## src/rtl/bicubic_win_sched_pkg.sv

```systemverilog
// Shared definitions for the bicubic window scheduler: state encodings,
// the default response count and the prime-count helper.
package bicubic_win_sched_pkg;

  localparam logic [2:0] ST_IDLE  = 3'd0;
  localparam logic [2:0] ST_PRIME = 3'd1;
  localparam logic [2:0] ST_REQ   = 3'd2;
  localparam logic [2:0] ST_RSP   = 3'd3;
  localparam logic [2:0] ST_ADV   = 3'd4;
  localparam logic [2:0] ST_DONE  = 3'd5;

  localparam int RSP_PER_WIN_DEF = 4;

  // Shifts needed before the first 4x4 window is complete: three full lines plus four taps.
  function automatic int prime_count(input int w);
    return 3 * w + 4;
  endfunction

endpackage

```

## src/rtl/bicubic_win_sched_dncnt.sv

```systemverilog
// Loadable down-counter with enable; flags the count that the next enabled step takes to zero.
module bicubic_win_sched_dncnt #(
  parameter int W = 3
) (
  input  logic         clk,
  input  logic         rst_n,
  input  logic         load,
  input  logic         en,
  input  logic [W-1:0] load_val,
  output logic         last
);

  logic [W-1:0] cnt;

  always_ff @(posedge clk or negedge rst_n) begin
    if (!rst_n)                 cnt <= '0;
    else if (load)              cnt <= load_val;
    else if (en && cnt != '0)   cnt <= cnt - 1'b1;
  end

  assign last = (cnt == W'(1));

endmodule

```

## src/rtl/bicubic_win_sched.sv

```systemverilog
// Window scheduler for the bicubic path: primes the 4x4 window buffer, issues one
// request per valid window, collects the core responses and skips row-wrap windows.
module bicubic_win_sched
  import bicubic_win_sched_pkg::*;
#(
  parameter int IMG_W       = 960,
  parameter int IMG_H       = 540,
  parameter int RSP_PER_WIN = RSP_PER_WIN_DEF,
  parameter int CW          = 12
) (
  input  logic          clk,
  input  logic          rst_n,
  input  logic          start,
  output logic          busy,
  output logic          frame_done,
  input  logic          src_valid,
  output logic          src_ready,
  output logic          shift_en,
  output logic          win_valid,
  input  logic          win_ready,
  input  logic          rsp_valid,
  output logic          rsp_ready,
  output logic [CW-1:0] win_col,
  output logic [CW-1:0] win_row,
  output logic [1:0]    rsp_idx
);

  localparam int              PW       = $clog2(3 * IMG_W + 5);
  localparam logic [PW-1:0]   PRIME_LD = PW'(prime_count(IMG_W));
  localparam logic [CW-1:0]   COL_LAST = CW'(IMG_W - 4);
  localparam logic [CW-1:0]   ROW_LAST = CW'(IMG_H - 4);
  localparam logic [1:0]      IDX_LAST = 2'(RSP_PER_WIN - 1);

  logic [2:0] state, state_nx;
  logic       idle_start, rsp_hs, win_last_rsp, row_end, frame_end;
  logic       prime_last, adv_last;

  assign busy       = (state != ST_IDLE);
  assign frame_done = (state == ST_DONE);
  assign src_ready  = (state == ST_PRIME) || (state == ST_ADV);
  assign win_valid  = (state == ST_REQ);
  assign rsp_ready  = (state == ST_RSP);
  assign shift_en   = src_valid & src_ready;

  assign idle_start   = (state == ST_IDLE) && start;
  assign rsp_hs       = rsp_valid & rsp_ready;
  assign win_last_rsp = rsp_hs && (rsp_idx == IDX_LAST);
  assign row_end      = (win_col == COL_LAST);
  assign frame_end    = row_end && (win_row == ROW_LAST);

  bicubic_win_sched_dncnt #(.W(PW)) u_prime_cnt (
    .clk      (clk),
    .rst_n    (rst_n),
    .load     (idle_start),
    .en       (shift_en && state == ST_PRIME),
    .load_val (PRIME_LD),
    .last     (prime_last)
  );

  // Row end needs four shifts: three pass through wrap windows that are never requested.
  bicubic_win_sched_dncnt #(.W(3)) u_adv_cnt (
    .clk      (clk),
    .rst_n    (rst_n),
    .load     (win_last_rsp && !frame_end),
    .en       (shift_en && state == ST_ADV),
    .load_val (row_end ? 3'd4 : 3'd1),
    .last     (adv_last)
  );

  always_comb begin
    state_nx = state;
    case (state)
      ST_IDLE:  if (start) state_nx = ST_PRIME;
      ST_PRIME: if (shift_en && prime_last) state_nx = ST_REQ;
      ST_REQ:   if (win_ready) state_nx = ST_RSP;
      ST_RSP:   if (win_last_rsp) state_nx = frame_end ? ST_DONE : ST_ADV;
      ST_ADV:   if (shift_en && adv_last) state_nx = ST_REQ;
      ST_DONE:  state_nx = ST_IDLE;
      default:  state_nx = ST_IDLE;
    endcase
  end

  always_ff @(posedge clk or negedge rst_n) begin
    if (!rst_n) state <= ST_IDLE;
    else        state <= state_nx;
  end

  always_ff @(posedge clk or negedge rst_n) begin
    if (!rst_n) begin
      win_col <= '0;
      win_row <= '0;
    end else if (idle_start) begin
      win_col <= '0;
      win_row <= '0;
    end else if (win_last_rsp && !frame_end) begin
      if (row_end) begin
        win_col <= '0;
        win_row <= win_row + 1'b1;
      end else begin
        win_col <= win_col + 1'b1;
      end
    end
  end

  always_ff @(posedge clk or negedge rst_n) begin
    if (!rst_n)          rsp_idx <= '0;
    else if (idle_start) rsp_idx <= '0;
    else if (rsp_hs)     rsp_idx <= (rsp_idx == IDX_LAST) ? 2'd0 : rsp_idx + 2'd1;
  end

endmodule

```

## config.mk

```make
export PLATFORM = sky130hd
export DESIGN_NAME = bicubic_win_sched
export DESIGN_NICKNAME = d
export VERILOG_FILES = /design/src/rtl/bicubic_win_sched_pkg.sv /design/src/rtl/bicubic_win_sched_dncnt.sv /design/src/rtl/bicubic_win_sched.sv
export SDC_FILE = /design/constraint.sdc
export NUM_CORES = 1
export LEC_CHECK = 0
export CAP_MARGIN = 10
export CORE_MARGIN = 1
export CORE_UTILIZATION = 55
export DETAILED_ROUTE_END_ITERATION = 16
export PLACE_DENSITY = 0.81
export SLEW_MARGIN = 20
export SYNTH_ARGS = -nofsm -noshare
export SYNTH_HDL_FRONTEND = slang
export SYNTH_SLANG_ARGS = --single-unit
```

## constraint.sdc

```tcl
create_clock -name clk -period 4.9 [get_ports clk]
set_input_delay 1.47 -clock clk [delete_from_list [all_inputs] [get_ports clk]]
set_output_delay 1.47 -clock clk [all_outputs]
set_load 0.005 [all_outputs]
```

==> impl_metrics.env, run 1 <==
export IMPL_status="completed"
export IMPL_cts_tree="done"
export IMPL_grt_antenna_before_repair=0
export IMPL_fin_cells=366
export IMPL_grtUsageTotal=0.240
export IMPL_crit_path_end_kind="output pin"
export IMPL_timing_final_max_slew_violations=0
export IMPL_setup_slack_ns=0.740
export IMPL_cts_root_buf="clkbuf_8"
export IMPL_yosys_cell_types_count=46
export IMPL_synth_simple_gate_area_frac=0.306
export IMPL_p_leak_nw=1.27
export IMPL_synth_top_family_by_area="simple AND/OR/NAND/NOR gates"
export IMPL_io_buffers=37
export IMPL_synth_seq_cells=44
export IMPL_viasPerCell=6.09
export IMPL_num_vias=2230
export IMPL_power_density_nw_per_um2=287
export IMPL_synth_xor_area_frac=0.0411
export IMPL_ys_seq_area_frac=0.431
export IMPL_path_class="input pin to output pin"
export IMPL_die_area_um2=4920
export IMPL_antennaDiodeCount=0
export IMPL_grt_pass1_wl_mm=9.33
export IMPL_gp_congestion=0.786
export IMPL_synthTopCellsByArea="dfrtp_1 (43%), ha_1 (5.4%), nand2_1 (4.3%), nand3_1 (3.7%), a21oi_1 (3.3%)"
export IMPL_syn_avg_cell_area_um2=9.23
export IMPL_placedCellCount=358
export IMPL_synth_compound_area_frac=0.114
export IMPL_maxCapViolations=0
export IMPL_min_period_ns=4.16
export IMPL_clockBufferDepth=2
export IMPL_cts_made_buffers=5
export IMPL_clk_pin_slew_worst_paths_ns=0.09
export IMPL_hpwl_mm=3.98
export IMPL_totalWireLength_mm=5.63
export IMPL_syn_to_final_growth_pct=19.8
export IMPL_wl_per_cell_um=15.4
export IMPL_drc=0
export IMPL_cts_sinks=44
export IMPL_postCtsResizedCells=0
export IMPL_fillers=350
export IMPL_synth_top_cells_by_count="dfrtp_1 (44), nand2_1 (29), nand3_1 (19), nor2_1 (19), a21oi_1 (17)"
export IMPL_synth_nets=294
export IMPL_initial_utilization=0.579
export IMPL_worstPathRequired_ns=3.43
export IMPL_postCtsSetupBuffers=0
export IMPL_critPathArrivalTime_ns=2.69
export IMPL_die_x_um=70.2
export IMPL_path_max_fanout=4
export IMPL_peakVddDrop_mv=0.212
export IMPL_setup_viol=0
export IMPL_rsz0062_at_grt="false"
export IMPL_fin_util=0.694
export IMPL_drtPass1Iterations=4
export IMPL_boundaryPins=38
export IMPL_postLayoutCellArea_um2=3060
export IMPL_muxShareOfSynthArea=0.0196
export IMPL_grt_pass1_vias=1989
export IMPL_syn_area_um2=2560
export IMPL_synth_flop_cell="dfrtp_1"
export IMPL_yosys_area_top_type="dfrtp_1"
export IMPL_critPathLaunchType="input pin"
export IMPL_hold_buffers=0
export IMPL_slew_headroom=0.367
export IMPL_synth_edf_count=0
export IMPL_ys_warn_count=0
export IMPL_clk_latency_ns=0.31
export IMPL_std_cell_rows=24
export IMPL_layout_drive_gt1_share=0.0573
export IMPL_placed_area_um2=2950
export IMPL_synth_most_common_cell="dfrtp_1"
export IMPL_syn_inst=277
export IMPL_finalCritPeriodShare=0.849
export IMPL_grt_max_degree=45
export IMPL_htree_levels=2
export IMPL_tightest_slew_ns=0.950
export IMPL_drtIter0Drc=172
export IMPL_dp_slack_ns=0.722
export IMPL_finalHoldViolations=0
export IMPL_hold_path_class="register to register"
export IMPL_ys_async_sr_fraction=1.00
export IMPL_layout_nets=330
export IMPL_synth_top_cell_area_share=0.431
export IMPL_max_freq_ghz=0.240
export IMPL_grt_ovfl_total=0
export IMPL_die_height_um=70.2
export IMPL_yosys_area_share_adder=0.0538
export IMPL_fin_worst_skew_ns=0.0138
export IMPL_core_um2=4410
export IMPL_antenna_left=0
export IMPL_fin_setup_tns_ns=0
==> critical path, cell delays in order <==
cell             delay (ns)
clkdlybuf4s50_1        0.48
nand2b_1               0.13
nor2_1                 0.11
clkdlybuf4s50_1        0.50
==> worst paths after layout <==
| check | cells after the start | slack [ns] | startpoint | endpoint |
|---|---|---|---|---|
| worst min register to register | 1 | 0.52 | u_prime_cnt.cnt[5] | u_prime_cnt.cnt[5] |
| max in group asynchronous | 1 | 3.00 | rst_n | win_col[6] |
| worst max-delay path | 4 | 0.74 | src_valid | shift_en |
| min in group asynchronous | 1 | 1.29 | rst_n | u_prime_cnt.cnt[8] |
| worst min-delay path | 1 | 0.52 | u_prime_cnt.cnt[5] | u_prime_cnt.cnt[5] |
| worst max register to register | 7 | 2.44 | win_col[0] | win_row[11] |
==> per-stage QoR <==
step	hold WS [ns]	power [mW]
after floorplan	0.470	0.550
after CTS	0.516	0.886
final	0.519	0.879
after global routing	0.540	0.924
after detailed placement	0.498	0.605
after global placement	0.492	0.595
==> layout make-up <==
cell class,instances,area [um^2],share of cell area
multi-input combinational,212,1370,0.446
sequential,44,1100,0.360
timing repair buffer,38,373,0.122
clock buffer,5,68.8,0.0225
tap,52,65.1,0.0213
inverter,12,45.0,0.0147
clock inverter,3,42.5,0.0139
==> metal layers <==
metal / up-vias / GRT usage / routed length, um
li1: 1095 / - / -
met1: 1076 / 0.340 / 2690
met2: 51 / 0.371 / 2620
met3: 8 / 0.0404 / 222
met4: 0 / 0.0911 / 88
met5: - / 0 / 0
==> layout by cell type, fill, tap and decap left out, types with 2 or more instances in the layout <==
cell type        Yosys  routed
nand2_1             29      29
a211oi_1             3       3
o211ai_1             2       2
xor2_1               6       6
nand4_1              9       9
clkdlybuf4s50_1      0      36
nand3_1             19      19
nor3_1               5       5
nor4b_1              2       2
a21oi_1             17      17
inv_1               12      12
clkbuf_8             0       5
or4_1                6       6
nor2b_1              2       2
mux2i_1              5       5
nor2_1              19      19
nand3_4              2       2
o21ai_0             14      14
or3_1               10      10
nor4_1               9       9
a31oi_1              2       2
and3_1               4       4
dfrtp_1             44      44
o31ai_1              4       4
ha_1                11      11
o22ai_1              2       2
xnor2_1              6       6
nand3b_1             2       2
nand4b_1             4       4
and2_1               3       3
and4_1               2       2
==> cells by family (layout without fill, tap and decap cells) <==
group           count (synthesis)  in the layout
fa+ha+maj                      11             11
mux                             5              5
flops                          44             44
xor+xnor                       12             12
simple gates                  135            135
buf+inv                        21             58
compound gates                 49             49
==> report_power, final <==
part | switching, mW | total, mW | internal, mW
Combinational | 0.0682 | 0.133 | 0.0646
Clock | 0.131 | 0.282 | 0.151
Sequential | 0.0545 | 0.464 | 0.410
==> state kept, by name (all words and copies together) (netlist names) <==
register / flops
rsp_idx: 2
state: 3
u_adv_cnt.cnt: 3
u_prime_cnt.cnt: 12
win_col: 12
win_row: 12
Power figures use the tool's default switching activity.
==> run 2: changes to the inputs <==
--- a/config.mk
+++ b/config.mk
@@ -7,9 +7,9 @@
 export LEC_CHECK = 0
 export CAP_MARGIN = 10
 export CORE_MARGIN = 1
-export CORE_UTILIZATION = 55
+export CORE_UTILIZATION = 49
 export DETAILED_ROUTE_END_ITERATION = 16
-export PLACE_DENSITY = 0.81
+export PLACE_DENSITY = 0.76
 export SLEW_MARGIN = 20
 export SYNTH_ARGS = -nofsm -noshare
 export SYNTH_HDL_FRONTEND = slang
==> constraint.sdc (replaced) <==
create_clock -name clk -period 3.45 [get_ports clk]
set_input_delay 1.035 -clock clk [delete_from_list [all_inputs] [get_ports clk]]
set_output_delay 1.035 -clock clk [all_outputs]
set_load 0.005 [all_outputs]
==> run 2 against run 1 <==
Non-clock buffer count increased by 3; combinational power up 40%; critical path depth unchanged; sequential power rose by 42%; clock skew down 0.00066 ns; worst setup slack worse by 0.50 ns; routed wire length rose by 0.69%; clock power rose by 21%; count of clock-buffer cells in the layout grew 2; worst hold slack better by 0.011 ns.
==> impl_metrics.env, run 2 (synthesis gave the netlist of run 1 again) <==
export IMPL_maxCapViolations=0
export IMPL_power_density_nw_per_um2=385
export IMPL_grt_max_degree=45
export IMPL_fin_setup_tns_ns=0
export IMPL_timing_final_max_slew_violations=0
export IMPL_grt_pass1_vias=1968
export IMPL_hpwl_mm=3.98
export IMPL_rr_worst_depth=7
export IMPL_drc=0
export IMPL_status="completed"
export IMPL_min_period_ns=3.21
export IMPL_tightest_slew_ns=0.968
export IMPL_rsz0062_at_grt="false"
export IMPL_viasPerCell=5.75
export IMPL_clk_pin_slew_worst_paths_ns=0.08
export IMPL_crit_path_end_kind="output pin"
export IMPL_antennaDiodeCount=0
export IMPL_grt_antenna_before_repair=0
export IMPL_drtPass1Iterations=5
export IMPL_cts_sinks=44
export IMPL_num_vias=2209
export IMPL_path_class="input pin to output pin"
export IMPL_clockBufferDepth=2
export IMPL_hp_start="u_prime_cnt.cnt[4]"
export IMPL_clk_latency_ns=0.30
export IMPL_layout_drive_gt1_share=0.0631
export IMPL_initial_utilization=0.524
export IMPL_finalCritPeriodShare=0.932
export IMPL_r2r_end="win_row[11]"
export IMPL_fin_worst_skew_ns=0.0131
export IMPL_hold_buffers=0
export IMPL_htree_levels=2
export IMPL_gp_congestion=0.840
export IMPL_cts_made_buffers=5
export IMPL_die_x_um=74.2
export IMPL_hold_end="u_prime_cnt.cnt[4]"
export IMPL_critPathArrivalTime_ns=2.18
export IMPL_r2r_start="win_col[0]"
export IMPL_p_leak_nw=1.27
export IMPL_boundaryPins=38
export IMPL_peakVddDrop_mv=0.237
export IMPL_postCtsResizedCells=0
export IMPL_slew_headroom=0.355
export IMPL_postCtsSetupBuffers=0
export IMPL_grtUsageTotal=0.225
export IMPL_grt_pass1_wl_mm=9.44
export IMPL_layout_nets=333
export IMPL_total_power_mw=1.19
export IMPL_worstPathRequired_ns=2.41
export IMPL_antenna_left=0
export IMPL_cts_tree="done"
export IMPL_critPathLaunchType="input pin"
export IMPL_hold_path_class="register to register"
export IMPL_grt_ovfl_total=0
export IMPL_finalHoldViolations=0
export IMPL_core_um2=4880
export IMPL_final_common_cell="dfrtp_1"
export IMPL_setup_viol=0
export IMPL_holdPathStages=1
export IMPL_wl_per_cell_um=14.8
export IMPL_die_height_um=74.2
export IMPL_path_max_fanout=2
export IMPL_final_cell_mix="dfrtp_1 (44), clkdlybuf4s50_1 (36), nand2_1 (29)"
export IMPL_fillers=429
export IMPL_io_buffers=37
export IMPL_max_freq_ghz=0.311
export IMPL_drtIter0Drc=173
export IMPL_totalWireLength_mm=5.66
export IMPL_syn_to_final_growth_pct=20.7
export IMPL_std_cell_rows=25
export IMPL_die_area_um2=5510
export IMPL_cts_root_buf="clkbuf_8"
export IMPL_regToRegSetupSlack_ns=1.00
export IMPL_reg_top3="u_prime_cnt.cnt x12, win_col x12, win_row x12"
## run 2: final cells by class
type,count,area [um^2],area share
clock buffer,7,86.3,0.0280
multi-input combinational,212,1370,0.443
timing repair buffer,41,395,0.128
clock inverter,1,7.51,0.00243
inverter,12,45.0,0.0146
tap,67,83.8,0.0272
sequential,44,1100,0.357
## run 2: where the power goes
group / total, mW / switching, mW / internal, mW / leakage, nW
logic: 0.186 / 0.0934 / 0.0925 / 0.653
clock network: 0.342 / 0.179 / 0.163 / 0.0445
registers: 0.660 / 0.0778 / 0.582 / 0.575
## run 2: stage by stage
stage                     hold WS (ns)  std cells   util  area, um^2  setup slack [ns]
after global routing             0.536        384  0.632        3090             0.200
after CTS                        0.524        384  0.632        3090             0.222
after floorplan                  0.470        277      -        2560              1.09
after detailed placement         0.510        376  0.613        2990             0.233
after global placement           0.492        376  0.613        2990             0.246
final                            0.530        384  0.632        3090             0.236
## run 2: how the worst max path moves through the flow
stage / start / end / slack (ns) / cells past startpoint
after floorplan: rsp_valid / win_row[11] / 1.09 / 5
after global placement: src_valid / shift_en / 0.25 / 4
after detailed placement: src_valid / shift_en / 0.23 / 4
final: src_valid / shift_en / 0.24 / 4
after global routing: src_valid / shift_en / 0.20 / 4
after CTS: src_valid / shift_en / 0.22 / 4
## run 2: critical path, stage by stage
cell	delay [ns]
clkdlybuf4s50_1	0.48
nand2b_1	0.08
nor2_1	0.09
clkdlybuf4s50_1	0.50
## run 2: routing by layer
layer	share of wire	wire length (um)	GRT usage
met5	0	0	0
met4	0.010	57	0.0482
met3	0.067	378	0.0610
met2	0.44	2500	0.338
met1	0.48	2730	0.327
